$ cat src/rtl/l1_mem_arbiter.sv
// -----------------------------------------------------------------------------
// l1_mem_arbiter
//   Shares a single L2 / physical-memory block port between the L1 I-cache and
//   the L1 D-cache. A three-state FSM (IDLE, GNT_I, GNT_D) grants one requester
//   at a time and alternates between them when both are waiting. Every
//   transaction ends with one IDLE cycle before the next grant. Two saturating
//   counters record how many cycles each requester waited without a grant.
//
// Ports
//   clk, rst_n                      clock, asynchronous active-low reset
//   i_read/i_write/i_addr/i_wdata   I-cache block request
//   i_rdata, i_resp                 I-cache read block and done pulse
//   d_read/d_write/d_addr/d_wdata   D-cache block request
//   d_rdata, d_resp                 D-cache read block and done pulse
//   l2_read/l2_write/l2_addr/
//   l2_wdata                        downstream request, driven from the grant
//   l2_rdata, l2_resp               downstream read block and done pulse
//   i_stall_cnt, d_stall_cnt        saturating wait-cycle counters
// -----------------------------------------------------------------------------
module l1_mem_arbiter #(
  parameter int ADDR_W  = 16,
  parameter int BLOCK_W = 128,
  parameter int CNT_W   = 16,
  parameter int D_FIRST = 1
) (
  input  logic               clk,
  input  logic               rst_n,
  input  logic               i_read,
  input  logic               i_write,
  input  logic [ADDR_W-1:0]  i_addr,
  input  logic [BLOCK_W-1:0] i_wdata,
  output logic [BLOCK_W-1:0] i_rdata,
  output logic               i_resp,
  input  logic               d_read,
  input  logic               d_write,
  input  logic [ADDR_W-1:0]  d_addr,
  input  logic [BLOCK_W-1:0] d_wdata,
  output logic [BLOCK_W-1:0] d_rdata,
  output logic               d_resp,
  output logic               l2_read,
  output logic               l2_write,
  output logic [ADDR_W-1:0]  l2_addr,
  output logic [BLOCK_W-1:0] l2_wdata,
  input  logic [BLOCK_W-1:0] l2_rdata,
  input  logic               l2_resp,
  output logic [CNT_W-1:0]   i_stall_cnt,
  output logic [CNT_W-1:0]   d_stall_cnt
);

  localparam logic [1:0] IDLE  = 2'd0;
  localparam logic [1:0] GNT_I = 2'd1;
  localparam logic [1:0] GNT_D = 2'd2;

  // last_gnt encoding: 0 = I-cache served last, 1 = D-cache served last.
  // Seeding it with the opposite of the preferred side makes that side win the
  // first contended grant.
  localparam logic LAST_GNT_RST = (D_FIRST != 0) ? 1'b0 : 1'b1;

  logic [1:0] state, state_nxt;
  logic       last_gnt, last_gnt_nxt;
  logic       i_req, d_req;

  assign i_req = i_read | i_write;
  assign d_req = d_read | d_write;

  // Read data is a straight wire; it is meaningful only while the matching
  // resp is high.
  assign i_rdata = l2_rdata;
  assign d_rdata = l2_rdata;

  always_comb begin
    // NOTE: every output of this block is assigned a default first so no path
    // leaves one unassigned, which would otherwise infer a latch.
    state_nxt    = state;
    last_gnt_nxt = last_gnt;
    case (state)
      IDLE: begin
        if (i_req && d_req) state_nxt = last_gnt ? GNT_I : GNT_D;
        else if (i_req)     state_nxt = GNT_I;
        else if (d_req)     state_nxt = GNT_D;
      end
      GNT_I: begin
        if (l2_resp) begin
          state_nxt    = IDLE;
          last_gnt_nxt = 1'b0;
        end
      end
      GNT_D: begin
        if (l2_resp) begin
          state_nxt    = IDLE;
          last_gnt_nxt = 1'b1;
        end
      end
      default: state_nxt = IDLE;
    endcase
  end

  // Downstream steering depends on state only, so an asynchronous reset drops
  // the strobes and resps in the same instant. A simultaneous read and write
  // is forwarded as a write. If the granted requester drops its strobes the
  // grant is held and the (now low) strobes are forwarded until L2 answers.
  always_comb begin
    l2_read  = 1'b0;
    l2_write = 1'b0;
    l2_addr  = '0;
    l2_wdata = '0;
    i_resp   = 1'b0;
    d_resp   = 1'b0;
    case (state)
      GNT_I: begin
        l2_read  = i_read & ~i_write;
        l2_write = i_write;
        l2_addr  = i_addr;
        l2_wdata = i_wdata;
        i_resp   = l2_resp;
      end
      GNT_D: begin
        l2_read  = d_read & ~d_write;
        l2_write = d_write;
        l2_addr  = d_addr;
        l2_wdata = d_wdata;
        d_resp   = l2_resp;
      end
      default: ;
    endcase
  end

  // NOTE: all state, including the perf counters, is cleared by rst_n so the
  // counters always start a measurement window from zero.
  always_ff @(posedge clk or negedge rst_n) begin
    if (!rst_n) begin
      state    <= IDLE;
      last_gnt <= LAST_GNT_RST;
    end else begin
      // NOTE: sequential state uses non-blocking assignments so every
      // register samples pre-edge values regardless of statement order.
      state    <= state_nxt;
      last_gnt <= last_gnt_nxt;
    end
  end

  // A requester is stalling whenever it asks and is not the one granted; this
  // includes the IDLE arbitration cycle every request passes through.
  always_ff @(posedge clk or negedge rst_n) begin
    if (!rst_n) begin
      i_stall_cnt <= '0;
      d_stall_cnt <= '0;
    end else begin
      if (i_req && (state != GNT_I) && (i_stall_cnt != {CNT_W{1'b1}}))
        i_stall_cnt <= i_stall_cnt + 1'b1;
      if (d_req && (state != GNT_D) && (d_stall_cnt != {CNT_W{1'b1}}))
        d_stall_cnt <= d_stall_cnt + 1'b1;
    end
  end

endmodule
$ cat config.mk
export PLATFORM = sky130hd
export DESIGN_NAME = l1_mem_arbiter
export DESIGN_NICKNAME = d
export VERILOG_FILES = /design/src/rtl/l1_mem_arbiter.sv
export SDC_FILE = /design/constraint.sdc
export NUM_CORES = 1
export LEC_CHECK = 0
export CAP_MARGIN = 20
export CORE_AREA = 3 3 338 340
export CTS_CLUSTER_DIAMETER = 120
export DETAILED_ROUTE_END_ITERATION = 10
export DIE_AREA = 0 0 341 343
export MAX_ROUTING_LAYER = met4
export PLACE_DENSITY = 0.35
export RECOVER_POWER = 25
export SYNTH_ARGS = -nofsm -noshare
export SYNTH_HDL_FRONTEND = slang
export SYNTH_SLANG_ARGS = --single-unit
$ cat constraint.sdc
create_clock -name clk -period 3.9 [get_ports clk]
set_input_delay 0.585 -clock clk [delete_from_list [all_inputs] [get_ports clk]]
set_output_delay 0.585 -clock clk [all_outputs]
set_load 0.005 [all_outputs]
* Yosys cells after proc, flatten, opt, wreduce, memory -nomap -nowiden *
Index checks and enable logic that the tools add are counted.

operators by class
  add/sub/neg operators = 2
  eq/ne operators = 10
  muxes and demuxes = 15
  bitwise gates (word level) = 6
  reduce and logical (&&, ||, !) cells = 10

operators by type and width
  cell                   count
  $pmux 128 s2           1
  $add 16x1->16 const B  2
  $ne 16x16->1 const B   2
  $pmux 16 s2            1
  $mux 2                 5
  $ne 2x2->1 const B     3
  $pmux 1 s2             3
  $logic_and 1x1->1      5
  $mux 1                 4
  $ne 2x1->1 const B     2
  $ne 4x4->1 const B     1
  $pmux 2 s2             1
  $reduce_and 3->1       1
  $and 1x1->1            2
  $eq 2x1->1 const B     1
  $eq 2x2->1 const B     1
  $logic_not 2->1        1
  $not 1->1              2
  $or 1x1->1             2
  $reduce_and 2->1       1
  $reduce_bool 2->1      1
  $reduce_or 2->1        1

word-level totals
  word-level logic and storage cells = 47
  flip-flop bits (word level) = 35

* Logic depth before layout (Yosys ltp) *
Gate-level depths: netlist of run 1.

  depth after elaboration = 5
  depth in mapped cells = 7
  depth with buffers taken out = 6

* Least setup slack after synthesis of run 1 *
OpenSTA, ideal clock, no wires.

  kind = reg-to-output
  from = register state[0]
  to = output port l2_wdata[110]
  cell stages (with the launch flop) = 8
  setup slack = 1.682 ns
  arrival time = 1.633 ns
  buffers on the path = 3
  required time = 3.315 ns
  cell sequence = dfrtp_1 inv_1 ha_1 clkbuf_1 buf_2 buf_1 a22oi_1 nor2b_1

between the ends
  cells in the longest elaborated chain, start to end = 2
  elaborated cells between the ends (all ways) = 3

RTL lines
  item                                             line  source
  from (decl)                                      59    logic [1:0] state, state_nxt;
  from (signal assigned)                           137   state <= state_nxt;
  $eq 2x2->1 / $eq 2x1->1 (equally long branches)  109   case (state)
  $pmux 128 s2 *                                   109
  to (decl)                                        43    output logic [BLOCK_W-1:0] l2_wdata,

Mark *: on every way between the ends. The rest lies on a longest branch, timed or not.

* Final worst setup path of run 1 *
  from = register state[1]
  to = output port l2_wdata[60]

The elaborated chain is that of the path after synthesis.

==> results of run 1 <==
layout make-up:
cell class	count	area, um2	area share
inverter	3	11.3	0.00103
tap	1500	1880	0.171
timing repair buffer	498	4960	0.452
antenna	27	67.6	0.00616
clock inverter	3	43.8	0.00399
sequential	35	876	0.0798
clock buffer	5	125	0.0114
multi-input combinational	430	3010	0.275
metal layers:
layer | wire length, um | track usage | share of wire
met1 | 23000 | 0.108 | 0.38
met2 | 25100 | 0.143 | 0.42
met3 | 11100 | 0.0793 | 0.18
met4 | 1040 | 0.0158 | 0.017
met5 | 0 | - | 0
cells in the final DEF, fill, tap and decap left out, drive strengths merged, types with 5 or more instances in the layout:
cell	Yosys	layout
dfrtp	35	35
xor2	10	10
buf	264	30
and3	6	6
nand2	15	15
clkbuf	42	5
diode	0	27
a21oi	15	15
nor3	10	10
nor2b	147	147
ha	7	7
nor2	7	7
nor4	5	5
nand4	10	10
a22oi	145	145
clkdlybuf4s50	0	468
xnor2	6	6
nand3	10	10
mux2	5	5
logic make-up (layout without fill, tap and decap cells):
logic type      count (synthesis)  after routing
fa+ha+maj                       7              7
mux                             5              5
compound gates                178            178
simple gates                  224            224
buf+inv                       309            509
other cells                     0             27
xor+xnor                       16             16
flops                          35             35
per-stage QoR:
step	power [mW]	util	cell area (um2)	hold WS, ns
final	5.42	0.0981	11000	0.497
after global placement	5.07	0.0960	10700	0.500
after global routing	5.87	0.0981	11000	0.518
after detailed placement	5.12	0.0960	10700	0.492
after CTS	5.62	0.0975	10900	0.504
after floorplan	2.56	-	5980	0.289
state kept, by name, summed over array words and instances (netlist names):
signal / count
i_stall_cnt: 16
state: 2
last_gnt: 1
d_stall_cnt: 16
cells in the mapped netlist, types with 3 or more instances:
cell type / number / area [um2]
a22oi_1: 145 / 1090
nand4_1: 9 / 56.3
ha_1: 7 / 87.6
a21oi_1: 15 / 75.1
nor2_1: 7 / 26.3
a31oi_1: 3 / 18.8
nor3_1: 8 / 40.0
buf_4: 257 / 1930
clkbuf_1: 42 / 158
nand2b_1: 3 / 18.8
mux2_2: 4 / 45.0
dfrtp_1: 35 / 876
and3_1: 6 / 37.5
nor4_1: 4 / 25.0
nand3_1: 9 / 45.0
xor2_1: 10 / 87.6
and2_1: 4 / 25.0
xnor2_1: 6 / 52.6
nand2_1: 15 / 56.3
and4_1: 3 / 26.3
nor2b_1: 147 / 920
buf_1: 6 / 22.5
inv_1: 3 / 11.3
final timing paths:
path | to | cells past startpoint
setup reg to reg | i_stall_cnt[11] | 6
max in group asynchronous | d_stall_cnt[7] | 2
hold / removal | d_stall_cnt[10] | 1
min in group asynchronous | i_stall_cnt[1] | 2
hold reg to reg | d_stall_cnt[10] | 1
setup / recovery | l2_wdata[60] | 7
report_power, final:
part	switching, mW	internal [mW]
Combinational	2.15	2.19
Sequential	0.146	0.461
Clock	0.170	0.302
==> results_dict.tcl, run 1 <==
set metrics [dict create \
    start_kind "register" \
    routedWlPerCell_um 24.1 \
    viasPerCell 2.66 \
    dpl.cell_count 2466 \
    grt_pass1_vias 6740 \
    htree_levels 2 \
    dieArea_um2 117000 \
    synth-async-reset-ratio 1.00 \
    setup_violations 0 \
    cts-root-buf "clkbuf_16" \
    rows 123 \
    nNetsFinal 1403 \
    post-place-ws_ns 0.696 \
    min_path_type "reg -> reg" \
    cts_resized 0 \
    rrSetupSlack_ns 1.69 \
    yosysSeqAreaShare 0.147 \
    max_stage_delay_ns 0.54 \
    crit_type "reg -> out" \
    hold_start "d_stall_cnt[10]" \
    powerDensity_nw_per_um2 494 \
    gp_congestion 0.899 \
    synth_top_family_by_area "buffers and inverters" \
    fmax_mhz 291 \
    postCtsSetupBuffers 0 \
    cp_data_arrival_time_ns 2.85 \
    worstSetupEndpointType "primary output" \
    grt_max_degree 88 \
    cts.sink_count 35 \
    drive_above_1_share 0.0565 \
    worstSetupStartpoint "state[1]" \
    syn_nets 1204 \
    crit_required_ns 3.31 \
    fin_setup_tns_ns 0 \
    finalNonFillerCells 2501 \
    fp.dieH_um 343 \
    vias 6643 \
    antenna_found_initial 54 \
    finalMaxSlewViolations 0 \
    overflow 0 \
    skew_ns 0.00520 \
    ios 859 \
    synth-compound-area-share 0.218 \
    start_util 0.0534 \
    die_width_um 341 \
    drtIter0Drc 450 \
    tightest_slew_ns 0.765 \
    synth_area_um2 5980 \
    power_leakage_nw 3.26 \
    worst-path-buf-inv 4 \
    status "finished clean" \
    syn_area_per_cell_um2 7.72 \
    syn2layout_area_growth_pct 83.6 \
    drt_drc_violations_left 0 \
    synthFlopType "dfrtp_1" \
    slew_headroom 0.490 \
    cpLargestDelayFamily "buffers and inverters" \
    path_cells "inv_1 -> ha_4 -> buf_12 -> buf_4 -> a22oi_1 -> nor2b_1 -> clkdlybuf4s50_1" \
    yosys.area_share.adder 0.0147 \
    drt-total-wl_um 60200 \
    ctsLongestPathBuffers 2 \
    cp_max_fo 34 \
    fillers 13000 \
    dp.final_hpwl_um 55100 \
    cts_tree "yes" \
    ctsHoldBuffers 0 \
    ant_nets 0 \
    insertion_delay_ns 0.29 \
    yosys_warnings 0 \
    synth.ff_latch_count 35 \
    r2r_start "state[1]" \
    io_buffer_count 474 \
    synth_edf_count 0 \
    post_synth_and_or_nand_nor_area_fraction 0.232 \
    crit_slowest_cell "clkdlybuf4s50_1" \
    hold_viol 0 \
    synthMuxAreaShare 0.0100 \
    maxCapViolCount 0 \
    synth_cells 774 \
    period_share 0.881 \
    rsz0062_at_grt "false" \
    cts_buffers 5 \
    ir_worst_vdd_uv 220 \
    synth_xor_area_frac 0.0234 \
    fin_crit_ns 3.44 \
    grt_pass1_wl_um 73600 \
    drtPass1Iterations 5 \
    path_clk_slew_ns 0.06 \
    fin_ws_ns 0.462 \
    synth_cell_type_count 45 \
    core_um2 112000 \
    grt_usage 0.0995 \
]
Note: power is estimated with default switching activity, not from simulation.
==> run 2: changes to the inputs <==
- ABC_CLOCK_PERIOD_IN_PS: not set -> 3900
- PLACE_DENSITY: 0.35 -> not set
- PLACE_DENSITY_LB_ADDON: not set -> 0.25
- SETUP_SLACK_MARGIN: not set -> 0.4
==> run 2 against run 1 <==
Against the previous run: the flow now finishes with violations (max-capacitance violations, max-slew violations); register-to-register slack lost 0.04 ns; sequential share of layout area about the same; total power rose by 8.0%; sequential cell count unchanged; core utilization hardly changed; worst setup slack worse by 0.040 ns; combinational power increased by 9.7%; critical endpoint is now l2_wdata[55].
==> results_dict.tcl, run 2 (synthesized netlist as in run 1, its figures left out) <==
set metrics [dict create \
    viasPerCell 2.61 \
    rrSetupSlack_ns 1.65 \
    fp.dieH_um 343 \
    start_util 0.0534 \
    crit_end "l2_wdata[55]" \
    rr_endpoint "d_stall_cnt[7]" \
    slew_headroom -0.445 \
    routedWlPerCell_um 22.1 \
    power_switching_mw 2.82 \
    path_clk_slew_ns 0.06 \
    p_clk_frac 0.084 \
    cp_data_arrival_time_ns 2.89 \
    worstSetupStartpoint "state[1]" \
    final_common_cell "clkdlybuf4s50_1" \
    drtIter0Drc 349 \
    seqPwrFrac 0.103 \
    start_kind "register" \
    hold_viol 0 \
    rsz0062_at_grt "false" \
    total_power_mw 5.85 \
    dp.final_hpwl_um 46600 \
    fin_setup_tns_ns 0 \
    dieArea_um2 117000 \
    nNetsFinal 1403 \
    sw_frac_of_total 0.482 \
    period_share 0.892 \
    largestRegisters "d_stall_cnt x16, i_stall_cnt x16, state x2" \
    drt-total-wl_um 54700 \
    core_um2 112000 \
    grt_use_met3 0.0396 \
    holdWs_ns 0.504 \
    setup_violations 0 \
    min_path_type "reg -> reg" \
    insertion_delay_ns 0.29 \
    violations "max-capacitance violations, max-slew violations" \
    skew_ns 0.00729 \
    grt_util_met2 0.132 \
    tightest_slew_ns 2.17 \
    power_leakage_nw 3.29 \
    fin_crit_ns 3.48 \
    grt_pass1_wl_um 68100 \
    rows 123 \
    dpl.cell_count 2463 \
    io_buffer_count 474 \
    cts_buffers 5 \
    crit_required_ns 3.31 \
    gp_congestion 0.797 \
    worstSetupEndpointType "primary output" \
    grt_max_degree 148 \
    drt_drc_violations_left 0 \
    ios 859 \
    p_comb_frac 0.813 \
    ctsLongestPathBuffers 2 \
    drive_above_1_share 0.0657 \
    grt_busiest_layer "met2" \
    grt_usage 0.0893 \
    powerDensity_nw_per_um2 531 \
    grtUsageMet1 0.108 \
    r2r_start "state[0]" \
    maxCapViolCount 1 \
    antenna_found_initial 15 \
    crit_type "reg -> out" \
    fmax_mhz 288 \
    grt_pass1_vias 6947 \
    ir_worst_vdd_uv 645 \
    cts.sink_count 35 \
    cp_max_fo 35 \
    htree_levels 2 \
    finalMaxSlewViolations 36 \
    ant_nets 0 \
    vias 6485 \
    internal_power_mw 3.03 \
    layout_common_cells "clkdlybuf4s50_1, nor2b_1, a22oi_1" \
    overflow 0 \
    rr_worst_depth 5 \
    die_width_um 341 \
    syn2layout_area_growth_pct 84.5 \
    status "finished with violations" \
    finalNonFillerCells 2480 \
    cts-root-buf "clkbuf_16" \
    cts_tree "yes" \
    drtPass1Iterations 5 \
]
-- run 2: cell types whose count changed in the layout (fill, tap and decap cells not counted), sizes merged --
| cell | change |
|---|---|
| diode | -21 |
| clkbuf | +3 |
| clkdlybuf4s50 | -2 |
| buf | -1 |
| bufbuf | +1 |
| clkinv | -1 |
-- run 2: area by class of cell --
type                       instances  area, um2
inverter                           3       13.8
tap                             1500       1880
fill                           13000     101000
clock buffer                       6        139
clock inverter                     2       35.0
antenna                            6       15.0
multi-input combinational        430       3040
sequential                        35        876
timing repair buffer             498       5030
-- run 2: worst max-delay path: stages (launching register included) --
cell and delay, ns:
dfrtp_1 0.43, inv_1 0.17, ha_4 0.22, buf_16 0.16, buf_4 0.25, a22oi_1 0.72, nor2b_1 0.10, clkdlybuf4s50_1 0.49
-- run 2: worst min-delay path by stage --
stage                          startpoint              end  depth (start not counted)
after global routing      i_stall_cnt[10]  i_stall_cnt[10]                          1
after floorplan                     rst_n   d_stall_cnt[0]                          0
after global placement    d_stall_cnt[10]  d_stall_cnt[10]                          1
final                     d_stall_cnt[10]  d_stall_cnt[10]                          1
after detailed placement  i_stall_cnt[10]  i_stall_cnt[10]                          1
after CTS                           rst_n   i_stall_cnt[7]                          1
-- run 2: routing by layer --
metal / vias to the layer above / wire [um]
met5: - / 0
met3: 125 / 6180
met2: 485 / 23300
li1: 2852 / -
met4: 0 / 1810
met1: 3023 / 23400
-- run 2: power by group through the flow --
| stage | sequential [mW] | clock [mW] | combinational, mW |
|---|---|---|---|
| after global placement | 0.611 | 0 | 4.73 |
| after floorplan | 0.576 | 0 | 1.99 |
| final | 0.606 | 0.489 | 4.76 |
| after global routing | 0.630 | 0.524 | 5.18 |
| after CTS | 0.607 | 0.511 | 4.90 |
| after detailed placement | 0.612 | 0 | 4.76 |
-- run 2: per-stage QoR --
step	setup slack [ns]	utilization	cell area [um2]
final	0.422	0.0986	11000
after global routing	0.413	0.0986	11000
after CTS	0.323	0.0979	11000
after detailed placement	0.272	0.0957	10700
after global placement	0.297	0.0957	10700
after floorplan	1.68	-	5980
-- run 2: timing repair --
action / CTS / global route
resized for setup: 11 / 5
hold buffers: 0 / 0
pin swaps: 0 / 0
cloned: 1 / 1
buffers inserted: 0 / 1
setup endpoints to repair: 20 / 11
